### config.mk
export PLATFORM = sky130hd
export DESIGN_NAME = stream_demux
export DESIGN_NICKNAME = d
export VERILOG_FILES = /design/src/rtl/stream_demux.sv
export SDC_FILE = /design/constraint.sdc
export NUM_CORES = 1
export LEC_CHECK = 0
export CAP_MARGIN = 0
export CORE_MARGIN = 5
export CORE_UTILIZATION = 39
export DETAILED_ROUTE_END_ITERATION = 12
export PLACE_DENSITY = 0.77
export SLEW_MARGIN = 5
export SYNTH_ARGS = -nofsm -noshare
export SYNTH_HDL_FRONTEND = slang
export SYNTH_SLANG_ARGS = --single-unit
### constraint.sdc
create_clock -name clk -period 2 [get_ports clk]
set_input_delay 0.6 -clock clk [delete_from_list [all_inputs] [get_ports clk]]
set_output_delay 0.6 -clock clk [all_outputs]
set_load 0.01 [all_outputs]
### src/rtl/stream_demux.sv
// One-input, two-output packet demultiplexer with a one-beat holding slot per channel.
// A packet's destination is taken from in_sel on its first beat and held until in_last.
module stream_demux #(
  parameter int WIDTH = 32
) (
  input  logic             clk,
  input  logic             rst_n,
  input  logic [WIDTH-1:0] in_data,
  input  logic             in_sel,
  input  logic             in_last,
  input  logic             in_valid,
  output logic             in_ready,
  output logic [WIDTH-1:0] out0_data,
  output logic             out0_last,
  output logic             out0_valid,
  input  logic             out0_ready,
  output logic [WIDTH-1:0] out1_data,
  output logic             out1_last,
  output logic             out1_valid,
  input  logic             out1_ready
);

  typedef enum logic {
    IDLE = 1'b0,
    BUSY = 1'b1
  } state_t;

  state_t           state_q, state_d;
  logic             route_q, route_d;
  logic             target;
  logic             accept;
  logic [1:0]       slot_ready;
  logic [1:0]       slot_valid;
  logic [1:0]       slot_last;
  logic [WIDTH-1:0] slot_data [2];
  logic [1:0]       load;
  logic [1:0]       drain;

  assign slot_ready = {out1_ready, out0_ready};

  // in_sel only matters on the first beat; mid-packet beats follow the locked route.
  assign target   = (state_q == BUSY) ? route_q : in_sel;
  assign in_ready = ~slot_valid[target] | slot_ready[target];
  assign accept   = in_valid & in_ready;
  assign load     = accept ? (2'b01 << target) : 2'b00;
  assign drain    = slot_valid & slot_ready;

  // NOTE: every signal written here gets a default first, so no path leaves it unassigned and no latch is inferred.
  always_comb begin
    state_d = state_q;
    route_d = route_q;
    if (accept) begin
      unique case (state_q)
        IDLE: begin
          if (!in_last) begin
            state_d = BUSY;
            route_d = in_sel;
          end
        end
        BUSY: begin
          if (in_last) state_d = IDLE;
        end
        default: state_d = IDLE;
      endcase
    end
  end

  // NOTE: sequential state uses non-blocking assignments so every register samples pre-edge values.
  always_ff @(posedge clk or negedge rst_n) begin
    if (!rst_n) begin
      state_q <= IDLE;
      route_q <= 1'b0;
    end else begin
      state_q <= state_d;
      route_q <= route_d;
    end
  end

  // A load wins over a same-edge drain, giving back-to-back beats without a bubble.
  // NOTE: the payload registers are reset too, so outputs read zero during reset rather than X.
  always_ff @(posedge clk or negedge rst_n) begin
    if (!rst_n) begin
      slot_valid <= '0;
      slot_last  <= '0;
      for (int k = 0; k < 2; k++) slot_data[k] <= '0;
    end else begin
      for (int k = 0; k < 2; k++) begin
        if (load[k]) begin
          slot_valid[k] <= 1'b1;
          slot_data[k]  <= in_data;
          slot_last[k]  <= in_last;
        end else if (drain[k]) begin
          slot_valid[k] <= 1'b0;
        end
      end
    end
  end

  assign out0_data  = slot_data[0];
  assign out0_last  = slot_last[0];
  assign out0_valid = slot_valid[0];
  assign out1_data  = slot_data[1];
  assign out1_last  = slot_last[1];
  assign out1_valid = slot_valid[1];

endmodule

Word level (Yosys, flattened, before mapping)
Cells that the tools add are included.
{"block": "totals", "ff_bits": 70, "wordCells": 30}
{"block": "op_classes", "order_cmp": 1, "shift": 1, "mux": 11, "bitwise": 6, "n_reduce_logical": 3}
{"op": "1-bit two-way mux", "n": 10}
{"op": "2-bit nonzero test", "n": 2}
{"op": "1-bit NOT", "n": 3}
{"op": "3-bit AND reduction", "n": 1}
{"op": "2-bit bitwise AND", "n": 1}
{"op": "1-bit by 2-bit less-than comparator with 1-bit output, second input constant", "n": 1}
{"op": "2-bit two-way mux", "n": 1}
{"op": "1-bit by 1-bit << shifter with 2-bit output, first input constant", "n": 1}
{"op": "1-bit bitwise AND", "n": 1}
{"op": "1-bit bitwise OR", "n": 1}

Depth between registers and ports, before layout
{"block": "logic_depth", "depth_word": 8, "ltp_mapped": 6, "mapped_depth_nobuf": 4}

Worst setup path after synthesis
Ideal clock, no wire load.
{"block": "synth_path", "path_type": "input-to-output", "start": "in in_sel", "end": "out in_ready", "t_arrival_ns": 1.173, "t_required_ns": 1.400, "setup_slack_ns": 0.227, "cell_stages": 2, "path_buffers": 0, "path_cell_list": "mux2i_2 > mux2_2"}
{"block": "synth_between", "elab_chain_cells": 5}
{"item": "start, declared", "line": "9", "rtl": "input logic in_sel,"}
{"item": "1-bit two-way mux *", "line": "42", "rtl": "assign target = (state_q == BUSY) ? route_q : in_sel;"}
{"item": "1-bit two-way mux (implied by the code) (2 in series)", "line": "43", "rtl": "assign in_ready = ~slot_valid[target] | slot_ready[target];"}
{"item": "1-bit NOT", "line": "43"}
{"item": "1-bit bitwise OR *", "line": "43"}
{"item": "end, declared", "line": "12", "rtl": "output logic in_ready,"}
Every way passes the cells marked *; elsewhere a longest branch is shown, timed or not. The select of a mux whose other input is x is not followed.

Final worst setup path
Ends and elaborated chain as after synthesis.

==> flow_summary.json <==
{
  "status": "complete, but fails checks",
  "violations": "setup timing",
  "start_kind": "input pin",
  "core_um2": 6869,
  "h-tree-depth": 3,
  "ys_warn_count": 0,
  "cts_sinks": 70,
  "wire_per_inst_um": 16.38,
  "finalClockSkew_ns": 0.006751,
  "placed_cells": 365,
  "via_count": 1734,
  "numPortBuffers": 107,
  "cts_made_buffers": 9,
  "synth_area_um2": 2775,
  "fp.dieH_um": 94.36,
  "gp_congestion": 0.7055,
  "tritoncts": "yes",
  "fin_nets": 319,
  "power_uw": 7425,
  "antenna_left": 0,
  "tightest_slew_ns": 0.4767,
  "die_width_um": 94.36,
  "power_frac_clock": 0.201,
  "synth_cells": 156,
  "maxCapViolCount": 0,
  "io-pin-count": 108,
  "timing.slew.headroom": 0.6822,
  "drc": 0,
  "clockBufferDepth": 2,
  "hold-worst-slack_ns": 0.2175,
  "cellPowerDensity_nw_per_um2": 1726,
  "dpl.hpwl_um": 4676,
  "period_minus_slack_ns": 2.036,
  "mostFrequentLayoutCells": "102 x clkdlybuf4s50_1, 70 x dfrtp_1, 38 x mux2_2",
  "initial_utilization": 0.4040,
  "gr-total-overflow": 0,
  "clock_latency_ns": 0.33,
  "postLayoutCoreUtil": 0.6264,
  "cp_max_fo": 2,
  "diodes": 0,
  "grt_setup_unrepaired": "true",
  "pwr-share-seq": 0.343,
  "p_leak_uw": 0.001926,
  "min_period_over_period": 1.018,
  "slew_viol_final": 0,
  "cts_root_buf": "clkbuf_8",
  "r2r-start": "state_q",
  "firstDrtPassIters": 3,
  "ys_seq_area_frac": 0.6312,
  "grt_max_degree": 38,
  "first_iter_violations": 17,
  "antenna_found_initial": 0,
  "avgSynthCellArea_um2": 17.79,
  "wirelength_um": 6242,
  "setup_viol": 1,
  "ys_ff_latch": 70,
  "multi_input_area_um2": 967.2,
  "fin_ws_ns": -0.03607,
  "num_rows": 30,
  "layoutNonFillerInstCount": 381,
  "cp_data_required_time_ns": 1.40,
  "finalSetupTns_ns": -0.03607,
  "r2r_cells": 5,
  "min_path_type": "input pin to asynchronous set/reset pin",
  "post_cts_buffers": 0,
  "path_class": "input pin to output port",
  "r2r-end": "out1_data[20]",
  "layout_commonest_cell": "clkdlybuf4s50_1",
  "p_sw_uw": 2070,
  "drive_gt1_frac": 0.3614,
  "cp.arrival_ns": 1.44,
  "fill_cells": 552,
  "worstSetupEndpointType": "output port",
  "seq_area_um2": 1752,
  "first_global_vias": 2001,
  "die_area_um2": 8903,
  "grt_pass1_wl_um": 10330,
  "combPwrFrac": 0.455,
  "holdBufCountCts": 0,
  "avgViaCountPerCell": 4.551,
  "hold_viol": 0,
  "max_freq_ghz": 0.4911,
  "clk_pin_slew_ns": 0.07,
  "ys_types": 15,
  "ir_drop_mv": 0.8447,
  "syn-num-nets": 195,
  "r2r_slack_ns": 0.23,
  "internal-power_uw": 5355,
  "p_sw_frac": 0.2788,
  "syn_to_final_growth_pct": 55.05,
  "grt_use_total": 0.1539
}
area by class of cell:
class | count | share of cell area
Sequential cell | 70 | 0.4071
Timing Repair Buffer | 120 | 0.2765
Multi-Input combinational cell | 78 | 0.2248
Clock buffer | 10 | 0.03199
Clock inverter | 6 | 0.03082
Tap cell | 96 | 0.02792
Inverter | 1 | 0.0008723
state kept, by name (all words and copies together) (netlist names):
signal,count
route_q,1
slot_valid,2
out0_data,32
state_q,1
out1_data,32
slot_last,2
worst max-delay path, stage by stage:
cell and delay [ns]:
clkdlybuf4s15_1 0.19, mux2i_2 0.20, mux2_4 0.33, buf_6 0.12
Yosys cell counts:
| library cell | count | area (um^2) |
|---|---|---|
| mux2_1 | 1 | 11.26 |
| nand2_1 | 3 | 11.26 |
| mux2i_1 | 1 | 10.01 |
| buf_2 | 3 | 15.01 |
| a211oi_2 | 1 | 12.51 |
| buf_6 | 1 | 11.26 |
| inv_1 | 1 | 3.750 |
| nand2b_1 | 2 | 12.51 |
| mux2_2 | 39 | 439.2 |
| mux2i_2 | 1 | 13.76 |
| dfrtp_1 | 70 | 1752 |
| buf_8 | 3 | 45.04 |
| mux2_4 | 28 | 420.4 |
| nand3b_1 | 1 | 7.510 |
| nand3_2 | 1 | 10.01 |
repair_timing:
action                     4_1_cts  5_1_grt
setup endpoints to repair        6        1
gates resized for setup         13        0
gates cloned                     0        0
worst max path at each step:
stage                        from  depth (start not counted)  slack (ns)        to
after floorplan            in_sel                          2        0.23  in_ready
after global placement     in_sel                          4       -0.64  in_ready
after detailed placement   in_sel                          4       -0.65  in_ready
after CTS                 state_q                          3       -0.05  in_ready
after global routing      state_q                          3       -0.12  in_ready
final                      in_sel                          4       -0.04  in_ready
power groups by stage:
stage	Sequential, uW	Clock (uW)	Combinational [uW]
floorplan	2850	0	1250
global placement	2520	0	3360
detailed placement	2560	0	3410
CTS	2550	1550	3440
global route	2650	1630	3600
finish	2550	1500	3380
per-layer routing:
metal | GRT usage | vias to the layer above | share of wire
li1 | - | 792 | -
met1 | 0.1819 | 867 | 0.40
met2 | 0.2506 | 67 | 0.50
met3 | 0.07649 | 8 | 0.092
met4 | 0.03971 | 0 | 0.010
met5 | 0 | - | 0
metrics by stage:
stage               worst slack, ns  cell area (um^2)
floorplan                    0.2269              2775
finish                     -0.03607              4303
CTS                        -0.04919              4303
global route                -0.1205              4303
detailed placement          -0.6533              4015
global placement            -0.6353              4015
cells by family after synthesis:
logic type,after synthesis,share of synthesized area
AOI/OAI and AO/OA,1,0.004508
buffers and inverters,8,0.02705
and+or+nand+nor,7,0.01488
DFF,70,0.6312
muxes,70,0.3224
Power figures use the tool's default switching activity.
